<file path="config.mk">
export PLATFORM = sky130hd
export DESIGN_NAME = inst_trace_fifo
export DESIGN_NICKNAME = d
export VERILOG_FILES = /design/src/rtl/inst_trace_fifo.sv
export SDC_FILE = /design/constraint.sdc
export NUM_CORES = 1
export LEC_CHECK = 0
export CAP_MARGIN = 20
export CORE_MARGIN = 4
export CORE_UTILIZATION = 60
export CTS_CLUSTER_DIAMETER = 80
export DETAILED_ROUTE_END_ITERATION = 6
export PLACE_DENSITY_LB_ADDON = 0.05
export SYNTH_ARGS = -nofsm -noshare
export SYNTH_HDL_FRONTEND = slang
export SYNTH_SLANG_ARGS = --single-unit
</file>
<file path="constraint.sdc">
create_clock -name clk -period 10.09 [get_ports clk]
set_input_delay 1.009 -clock clk [delete_from_list [all_inputs] [get_ports clk]]
set_output_delay 1.009 -clock clk [all_outputs]
set_load 0.05 [all_outputs]
</file>
<file path="src/rtl/inst_trace_fifo.sv">
// -----------------------------------------------------------------------------
// inst_trace_fifo
//
// Capture buffer for retired instructions in the debug/trace path. Writeback
// presents one {PC, instruction} per cycle. The block stores these entries in a
// circular FIFO and hands them out one at a time over a valid/ready handshake.
//
// A PC-match trigger freezes the buffer post_cnt_i entries after the trigger
// entry. The instructions around the trigger then stay in the buffer, and the
// consumer can drain them at its own pace.
//
// Optional feature macro: TRACE_SKIP_NOP_EN
//   When defined, a capture with cap_inst_i == 0 is ignored completely. It is
//   not pushed, not counted as a drop, cannot fire the trigger, and does not
//   decrement the post-trigger counter.
//
// Ports
//   clk, rst_n     single clock; asynchronous active-low reset
//   cap_valid_i    retired instruction present this cycle
//   cap_pc_i       PC of the retired instruction
//   cap_inst_i     raw instruction word
//   trig_en_i      arms PC-match triggering
//   trig_pc_i      trigger PC
//   post_cnt_i     entries to capture after the trigger entry before freezing
//   clear_i        synchronous clear: empty FIFO, zero drop count, back to RUN
//   out_valid_o    head entry available
//   out_ready_i    consumer accepts the head this cycle
//   out_pc_o       head PC (zero when empty)
//   out_inst_o     head instruction (zero when empty)
//   count_o        current occupancy, 0..DEPTH
//   frozen_o       buffer frozen after a trigger
//   drop_cnt_o     captures lost to a full FIFO; saturates at 16'hFFFF
// -----------------------------------------------------------------------------
module inst_trace_fifo #(
  parameter int DEPTH = 16,
  parameter int CNT_W = $clog2(DEPTH) + 1
) (
  input  logic             clk,
  input  logic             rst_n,
  input  logic             cap_valid_i,
  input  logic [31:0]      cap_pc_i,
  input  logic [31:0]      cap_inst_i,
  input  logic             trig_en_i,
  input  logic [31:0]      trig_pc_i,
  input  logic [7:0]       post_cnt_i,
  input  logic             clear_i,
  output logic             out_valid_o,
  input  logic             out_ready_i,
  output logic [31:0]      out_pc_o,
  output logic [31:0]      out_inst_o,
  output logic [CNT_W-1:0] count_o,
  output logic             frozen_o,
  output logic [15:0]      drop_cnt_o
);

  localparam int PTR_W = $clog2(DEPTH);

  typedef enum logic [1:0] {
    ST_RUN    = 2'd0,
    ST_POST   = 2'd1,
    ST_FROZEN = 2'd2
  } state_e;

  state_e           state_q;
  logic [7:0]       remain_q;
  logic [PTR_W-1:0] rd_ptr_q, wr_ptr_q;
  logic [CNT_W-1:0] count_q, count_d;
  logic [15:0]      drop_q, drop_d;

  logic [31:0] pc_mem   [DEPTH];
  logic [31:0] inst_mem [DEPTH];

  logic is_nop, cap_ok, full, pop, push, drop, trig_hit;

`ifdef TRACE_SKIP_NOP_EN
  assign is_nop = (cap_inst_i == 32'h0);
`else
  assign is_nop = 1'b0;
`endif

  // NOTE: every signal assigned in always_comb gets a default value first,
  // so no path can leave it unassigned and infer a latch.
  always_comb begin
    full     = (count_q == CNT_W'(DEPTH));
    cap_ok   = cap_valid_i && !is_nop && (state_q != ST_FROZEN) && !clear_i;
    pop      = out_valid_o && out_ready_i && !clear_i;
    // A pop in the same cycle makes room, even when the FIFO is full.
    push     = cap_ok && (!full || pop);
    drop     = cap_ok && full && !pop;
    // A matching capture is a trigger only if it is accepted. PC matches are
    // ignored outside RUN.
    trig_hit = push && (state_q == ST_RUN) && trig_en_i && (cap_pc_i == trig_pc_i);

    count_d = count_q;
    unique case ({push, pop})
      2'b10:   count_d = count_q + CNT_W'(1);
      2'b01:   count_d = count_q - CNT_W'(1);
      default: count_d = count_q;
    endcase

    drop_d = drop_q;
    if (drop && (drop_q != 16'hFFFF)) drop_d = drop_q + 16'd1;
  end

  // NOTE: sequential state uses non-blocking assignments, so every register
  // samples the values that existed before the clock edge.
  always_ff @(posedge clk or negedge rst_n) begin
    if (!rst_n) begin
      rd_ptr_q <= '0;
      wr_ptr_q <= '0;
      count_q  <= '0;
      drop_q   <= '0;
    end else if (clear_i) begin
      rd_ptr_q <= '0;
      wr_ptr_q <= '0;
      count_q  <= '0;
      drop_q   <= '0;
    end else begin
      // DEPTH is a power of two, so the pointers wrap by natural overflow.
      if (push) wr_ptr_q <= wr_ptr_q + PTR_W'(1);
      if (pop)  rd_ptr_q <= rd_ptr_q + PTR_W'(1);
      count_q <= count_d;
      drop_q  <= drop_d;
    end
  end

  // NOTE: the storage array has no reset. Entries are only observed once
  // count_q says they were written, so resetting them would buy nothing.
  always_ff @(posedge clk) begin
    if (push) begin
      pc_mem[wr_ptr_q]   <= cap_pc_i;
      inst_mem[wr_ptr_q] <= cap_inst_i;
    end
  end

  // Trigger state machine. remain_q counts the entries still to be captured
  // after the trigger entry.
  always_ff @(posedge clk or negedge rst_n) begin
    if (!rst_n) begin
      state_q  <= ST_RUN;
      remain_q <= '0;
    end else if (clear_i) begin
      state_q  <= ST_RUN;
      remain_q <= '0;
    end else begin
      unique case (state_q)
        ST_RUN: begin
          if (trig_hit) begin
            if (post_cnt_i == 8'd0) begin
              state_q <= ST_FROZEN;
            end else begin
              state_q  <= ST_POST;
              remain_q <= post_cnt_i;
            end
          end
        end
        ST_POST: begin
          if (push) begin
            remain_q <= remain_q - 8'd1;
            if (remain_q == 8'd1) state_q <= ST_FROZEN;
          end
        end
        ST_FROZEN: ;
        default: state_q <= ST_RUN;
      endcase
    end
  end

  // The head is gated by occupancy. The outputs therefore read zero when the
  // FIFO is empty, including right after an asynchronous reset.
  assign out_valid_o = (count_q != '0);
  assign out_pc_o    = out_valid_o ? pc_mem[rd_ptr_q]   : 32'h0;
  assign out_inst_o  = out_valid_o ? inst_mem[rd_ptr_q] : 32'h0;
  assign count_o     = count_q;
  assign frozen_o    = (state_q == ST_FROZEN);
  assign drop_cnt_o  = drop_q;

endmodule

</file>
==> out/summary.log, run 1 <==
qor: status.status completed
qor: logic_synthesis.yosys_register_bits 1063
qor: routing.drt-vias-per-instance 6.426
qor: routing.detailed_route_wirelength_on_metal2 46300 um
qor: setup_path.worst-r2r-setup-slack 6080 ps
qor: sta.unrepaired_setup_endpoints_after_global_routing false
qor: clock_tree.tritoncts built
qor: logic_synthesis.number_of_enable_flip_flop_cells_after_synthesis 1024
qor: layout.post_route_cells_drive_above_1_share 24.57%
qor: global_routing.global_route.usage.total 25.70%
qor: min_path.min-delay-path-class input pin to asynchronous set/reset pin
qor: setup_path.critical_path.max_stage_delay 930 ps
qor: global_routing.gr-total-overflow 0
qor: clock_tree.cts.repair.resized 0
qor: routing.detailroute.wirelength.met3 7526 um
qor: layout.fillerInstances 4195
qor: routing.first_pass_iteration_count_of_the_detailed_router 5
qor: setup_path.timing.critical_path.cells buf_4, buf_4, mux4_2, mux4_2, and2_1, clkdlybuf4s50_1
qor: logic_synthesis.asyncSetResetFlopFracSynth 3.669%
qor: layout.instances_no_fill 3092
qor: clock_tree.cts_max_level 3
qor: placement.hpwl 46770 um
qor: layout.mostFrequentLayoutCell sky130_fd_sc_hd__edfxtp_1
qor: placement.io_buf_count 196
qor: global_routing.number_of_antenna_violations_at_the_first_check_in_global_routing 5
qor: floorplanning.initial_utilization 60.54%
qor: pwr.power.density_cell_area 244.8 mW/mm^2
qor: setup_path.regToRegEndpoint count_o[4]$_DFFE_PN0P_
qor: layout.syn2layout_area_growth 15.45%
qor: setup_path.path_max_fanout 44
qor: setup_path.worst_setup_path_start_kind flip-flop
qor: logic_synthesis.ys_seq_area_share 76.27%
qor: logic_synthesis.yosys_warnings 0
qor: sta.period_share 58.10%
qor: routing.ant_nets 0
qor: floorplanning.rows 96
qor: logic_synthesis.yosysUniqueCellTypes 50
qor: layout.mostFrequentLayoutCells 1024 x sky130_fd_sc_hd__edfxtp_1, 320 x sky130_fd_sc_hd__mux4_2, 195 x sky130_fd_sc_hd__clkdlybuf4s50_1
qor: setup_path.critPathRequiredTime 9080 ps
qor: floorplanning.die_width 271.3 um
qor: pwr.power.ir.vdd_worst 0.2334 mV
qor: clock_tree.cts_root_buffer sky130_fd_sc_hd__clkbuf_16
qor: setup_path.critical_path.endpoint_type output port
qor: setup_path.timing.critical_path.to out_pc_o[8]
qor: flow_run.cap_violations 0
qor: placement.gp_routability_congestion 0.8159
qor: setup_path.critical_path_arrival 4850 ps
qor: routing.top_layer_used met5
qor: sta.fin_crit 5862 ps
qor: sta.max_clock_freq 170.6 MHz
qor: sta.setup_viol_count_final 0
qor: clock_tree.post_cts_buffers 0
qor: sta.total_negative_setup_slack 0 ps
qor: layout.nets 2199
qor: logic_synthesis.synth.cell_area 0.04160 mm^2
qor: setup_path.timing.critical_path.slowest_stage_cell sky130_fd_sc_hd__dfrtp_4
qor: pwr.p_leak 14.80 nW
qor: clock_tree.clkSlewWorstSetupHoldPaths 60 ps
qor: logic_synthesis.postSynthCellCount 1824
qor: sta.slew_headroom 28.75%
qor: global_routing.vias_in_the_first_global_route 20410
qor: sta.tightest_slew 1069 ps
qor: global_routing.grt_start_max_net_pins 153
qor: floorplanning.core 0.06871 mm^2
qor: clock_tree.cts_max_path_buffers 3
qor: setup_path.critical_path.reg2reg.startpoint count_o[0]$_DFFE_PN0P_
qor: routing.finalWirelength 93230 um
qor: clock_tree.worstSkewPairLatency 650 ps
qor: clock_tree.cts.sinks 1063
qor: routing.drt-met1-wl 37780 um
qor: sta.final-max-slew-violation-count 0
qor: setup_path.critPathKind flip-flop to output port
qor: floorplanning.io-pin-count 197
qor: routing.drc 0
qor: floorplanning.dieArea 0.07360 mm^2
qor: setup_path.reg2reg_path_depth 12
qor: logic_synthesis.synth_fp_nets 1946
qor: clock_tree.cts_buffers 104
qor: routing.dr.first_iter.drc_count 2222
qor: sta.finalHoldViolations 0
qor: routing.wl_per_cell 30.15 um
qor: setup_path.timing.critical_path.from rd_ptr_q[0]$_DFFE_PN0P_
qor: placement.placed_cells 2900
qor: logic_synthesis.synth.avg_cell_area 22.80 um^2
qor: sta.fin_worst_hold_slack 488.6 ps
qor: floorplanning.fp.dieH 271.3 um
qor: sta.worst_clk_skew 13.13 ps
qor: clock_tree.cts_hold_repair.buffers 0
qor: routing.detailroute.via_count 19870
qor: logic_synthesis.most_instantiated_flip_flop_cell_in_the_synthesis_netlist sky130_fd_sc_hd__edfxtp_1
qor: global_routing.grt_pass1_wl 137400 um
## area by class of cell
type | count | area (um^2) | share of cell area, %
well taps | 931 | 1165 | 2.426
multi-input cells | 653 | 9518 | 19.82
flip-flops and latches | 1063 | 31740 | 66.10
repair buffers | 238 | 2317 | 4.825
clock inverters | 58 | 429.2 | 0.8937
diodes | 4 | 10.01 | 0.02084
inverters | 17 | 63.81 | 0.1329
clock buffers | 128 | 2778 | 5.784
## sequential cells by signal (all words and copies together) (netlist names)
name,count
count_o,5
state_q,2
drop_cnt_o,16
inst_mem,512
rd_ptr_q,4
pc_mem,512
wr_ptr_q,4
remain_q,8
## metrics by stage
| stage | power [mW] | utilization [%] | area [um^2] | setup WS [ps] |
|---|---|---|---|---|
| after floorplan | 7.281 | - | 41600 | 1929 |
| after global placement | 8.212 | 65.16 | 44770 | 4905 |
| after detailed placement | 8.234 | 65.16 | 44770 | 4879 |
| after CTS | 11.87 | 69.83 | 47980 | 4125 |
| after global routing | 12.22 | 69.89 | 48020 | 3919 |
| final | 11.76 | 69.89 | 48020 | 4228 |
## critical path, delay by kind of cell (launching register included)
kind                   cells  cell delay (ps)
buffers and inverters      3             1870
multiplexers               2             1090
flip-flops                 1              930
AND/OR/NAND/NOR            1              200
## cells in the mapped netlist, drive strengths merged, types with 2 or more instances
cell type,count,area share (%)
or2b,2,0.042
xnor2,26,0.55
nand4,10,0.15
a21o,4,0.072
a211oi,6,0.11
or4,4,0.081
edfxtp,1024,74
buf,32,0.37
a21oi,10,0.12
nor2,40,0.36
o21ai,11,0.13
nand2,15,0.14
nor4b,2,0.042
clkbuf,59,0.53
nor3b,3,0.054
and2,69,1.0
nor3,18,0.23
o31ai,4,0.072
xor2,31,0.65
and3,6,0.090
nor4,14,0.23
and4,2,0.042
dfrtp,39,2.3
nand2b,4,0.060
or3,4,0.060
o41ai,6,0.13
mux4,320,17
ha,11,0.33
nand3,16,0.19
o2111ai,2,0.084
inv,17,0.15
## power by group
group	switching (mW)	internal, mW
clock	1.55	2.09
combinational	1.75	1.38
sequential	0.0912	4.90
total	3.39	8.37
## kinds of logic after synthesis
family,share of synthesized area [%]
mux,17.35
flops,76.27
xor+xnor,1.200
simple gates,2.834
buf+inv,1.059
compound gates,0.9084
fa+ha+maj,0.3790
## layer usage
metal / global-route usage, % / vias up
met1: 38.27 / 10710
met3: 4.552 / 100
met2: 41.05 / 855
met4: 6.158 / 2
met5: 0 / -
li1: - / 8201
## worst min path at each step
stage,cells after the start,start,slack [ps],end
2_1_floorplan,1,state_q[1]$_DFFE_PN0P_,510,state_q[1]$_DFFE_PN0P_
3_3_place_gp,1,state_q[1]$_DFFE_PN0P_,540,state_q[1]$_DFFE_PN0P_
3_5_place_dp,1,state_q[1]$_DFFE_PN0P_,550,state_q[1]$_DFFE_PN0P_
4_1_cts,1,rst_n,500,wr_ptr_q[0]$_DFFE_PN0P_
5_1_grt,1,rst_n,540,remain_q[3]$_DFFE_PN0P_
6_report,1,rst_n,490,remain_q[3]$_DFFE_PN0P_
No activity file was read; power rests on OpenSTA's default activity.
==> inputs of run 2 (changes only) <==
Clock period 10.09 ns to 6.1 ns, I/O delays scaled along.
==> run 2 against run 1 <==
Core utilization rose by 0.48 points. Sequential power grew 66%. Critical path depth down 1. Cell count grew 0.58%. First-iteration DRC count grew 13%. Via count down 0.52%. Combinational power grew 69%. Total power increased by 67%. Global-route usage is essentially flat. Largest cell class unchanged. Largest power group unchanged. Highest routed layer unchanged.
==> out/summary.log, run 2 (synthesis gave the netlist of run 1 again) <==
qor: pwr.p_leak 14.95 nW [+0.96%]
qor: clock_tree.tritoncts built
qor: floorplanning.initial_utilization 60.54% [unchanged]
qor: clock_tree.cts_buffers 105 [+0.96%]
qor: layout.area_of_the_multi_input_gates 0.009524 mm^2 [about the same]
qor: layout.seq_area 0.03174 mm^2 [unchanged]
qor: routing.drt-vias-per-instance 6.355 [-1.1%]
qor: flow_run.cap_violations 0 [unchanged]
qor: routing.wl_per_cell 29.80 um [-1.2%]
qor: setup_path.critical_path.endpoint_type output port
qor: floorplanning.rows 96 [unchanged]
qor: pwr.design_power_total 19.68 mW [+67%]
qor: sta.final-max-slew-violation-count 0 [unchanged]
qor: layout.mostFrequentLayoutCells 1024 x sky130_fd_sc_hd__edfxtp_1, 320 x sky130_fd_sc_hd__mux4_2, 195 x sky130_fd_sc_hd__clkdlybuf4s50_1
qor: routing.drc 0 [unchanged]
qor: pwr.power.density_cell_area 407.0 mW/mm^2 [+66%]
qor: sta.unrepaired_setup_endpoints_after_global_routing false
qor: sta.finalHoldViolations 0 [unchanged]
qor: setup_path.critPathRequiredTime 5490 ps [-3590 ps]
qor: routing.detailroute.via_count 19770 [-0.52%]
qor: sta.max_clock_freq 213.7 MHz
qor: clock_tree.clkSlewWorstSetupHoldPaths 60 ps [about the same]
qor: setup_path.path_max_fanout 40 [-9.1%]
qor: routing.finalWirelength 92690 um [-0.58%]
qor: placement.placed_cells 2907 [+0.24%]
qor: setup_path.critical_path_arrival 4070 ps [-780 ps]
qor: global_routing.number_of_antenna_violations_at_the_first_check_in_global_routing 5 [unchanged]
qor: placement.gp_routability_congestion 0.7625 [-6.5%]
qor: global_routing.global_route.usage.total 25.70% [about the same]
qor: clock_tree.cts_max_path_buffers 3 [unchanged]
qor: min_path.min-delay-path-class input pin to asynchronous set/reset pin
qor: clock_tree.cts_max_level 3 [unchanged]
qor: routing.ant_nets 0 [unchanged]
qor: layout.mostFrequentLayoutCell sky130_fd_sc_hd__edfxtp_1
qor: routing.dr.first_iter.drc_count 2509 [+13%]
qor: clock_tree.worstSkewPairLatency 640 ps [about the same]
qor: setup_path.worst_setup_path_start_kind flip-flop
qor: floorplanning.die_width 271.3 um [unchanged]
qor: layout.syn2layout_area_growth 16.24%
qor: setup_path.reg2reg_path_depth 11 [-1]
qor: clock_tree.post_cts_buffers 0 [unchanged]
qor: floorplanning.fp.dieH 271.3 um [unchanged]
qor: sta.fin_crit 4680 ps
qor: clock_tree.cts.sinks 1063 [unchanged]
qor: sta.worst_clk_skew 14.17 ps [+1.037 ps]
qor: floorplanning.io-pin-count 197 [unchanged]
qor: clock_tree.cts_hold_repair.buffers 0 [unchanged]
qor: sta.slew_headroom 22.41% [-6.3 points]
qor: floorplanning.dieArea 0.07360 mm^2 [unchanged]
qor: floorplanning.core 0.06871 mm^2 [unchanged]
qor: placement.io_buf_count 196 [unchanged]
qor: pwr.power.ir.vdd_worst 0.3552 mV [+52%]
qor: status.status completed
qor: global_routing.vias_in_the_first_global_route 20480 [+0.35%]
qor: sta.setup_viol_count_final 0 [unchanged]
qor: routing.first_pass_iteration_count_of_the_detailed_router 5 [unchanged]
qor: global_routing.grt_start_max_net_pins 65 [-58%]
qor: placement.hpwl 47690 um [+2.0%]
qor: setup_path.critPathKind flip-flop to output port
qor: layout.instances_no_fill 3110 [+0.58%]
qor: layout.fillerInstances 4238 [+1.0%]
qor: global_routing.gr-total-overflow 0 [unchanged]
qor: clock_tree.cts.repair.resized 0 [unchanged]
qor: sta.tightest_slew 1153 ps [+84.44 ps]
qor: layout.post_route_cells_drive_above_1_share 25.39% [+0.82 points]
qor: global_routing.grt_pass1_wl 138200 um [+0.51%]
qor: clock_tree.cts_root_buffer sky130_fd_sc_hd__clkbuf_16
qor: layout.nets 2206 [+0.32%]
qor: sta.period_share 76.72%
-- run 2: cell types whose count changed in the layout (fill, tap and decap cells not counted), moves of 5 or more --
| cell | delta |
|---|---|
| sky130_fd_sc_hd__buf_12 | +16 |
| sky130_fd_sc_hd__clkinv_2 | +14 |
| sky130_fd_sc_hd__clkbuf_1 | -5 |
| sky130_fd_sc_hd__buf_4 | -10 |
-- run 2: per-stage QoR --
| step | hold slack (ps) | utilization, % | worst slack (ps) | instance area (um^2) | TNS (ps) |
|---|---|---|---|---|---|
| 3_5_place_dp | 548.0 | 65.54 | 1409 | 45030 | 0 |
| 4_1_cts | 92.93 | 70.35 | 1337 | 48330 | 0 |
| 6_report | 88.10 | 70.37 | 1420 | 48350 | 0 |
| 2_1_floorplan | 314.4 | - | -1779 | 41600 | -521040 |
| 5_1_grt | 146.3 | 70.36 | 1221 | 48340 | 0 |
| 3_3_place_gp | 534.8 | 65.54 | 1533 | 45030 | 0 |
-- run 2: layout make-up --
class	instances	share of cell area [%]
Inverter	17	0.1320
Antenna cell	5	0.02588
Tap cell	931	2.409
Clock inverter	74	1.131
Multi-Input combinational cell	653	19.70
Sequential cell	1063	65.65
Clock buffer	123	5.706
Timing Repair Buffer	244	5.253
-- run 2: critical path, cell delays in order (launching register included) --
cell and delay, ps:
sky130_fd_sc_hd__dfrtp_4 970, sky130_fd_sc_hd__buf_12 390, sky130_fd_sc_hd__mux4_2 590, sky130_fd_sc_hd__mux4_2 470, sky130_fd_sc_hd__and2_1 220, sky130_fd_sc_hd__clkdlybuf4s50_1 720
-- run 2: routing by layer --
metal	track usage, %	vias to the layer above	routed length, um
met2	41.74	826	46780
met3	4.570	105	7094
met4	5.392	2	1359
li1	-	8230	-
met1	37.94	10600	37450
met5	0	-	7
-- run 2: report_power, final --
group / internal (mW) / switching [mW]
registers: 8.10 / 0.167
clock network: 3.49 / 2.65
logic: 2.34 / 2.93
total: 13.9 / 5.75
-- run 2: path summary, 6_finish.rpt --
path / startpoint / endpoint / slack [ps]
max: rd_ptr_q[0]$_DFFE_PN0P_ / out_pc_o[2] / 1420
min: rst_n / remain_q[6]$_DFFE_PN0P_ / 90
max reg2reg: count_o[2]$_DFFE_PN0P_ / count_o[4]$_DFFE_PN0P_ / 2160
min reg2reg: state_q[1]$_DFFE_PN0P_ / state_q[1]$_DFFE_PN0P_ / 560
max in group asynchronous: rst_n / rd_ptr_q[3]$_DFFE_PN0P_ / 5340
min in group clk: state_q[1]$_DFFE_PN0P_ / state_q[1]$_DFFE_PN0P_ / 560
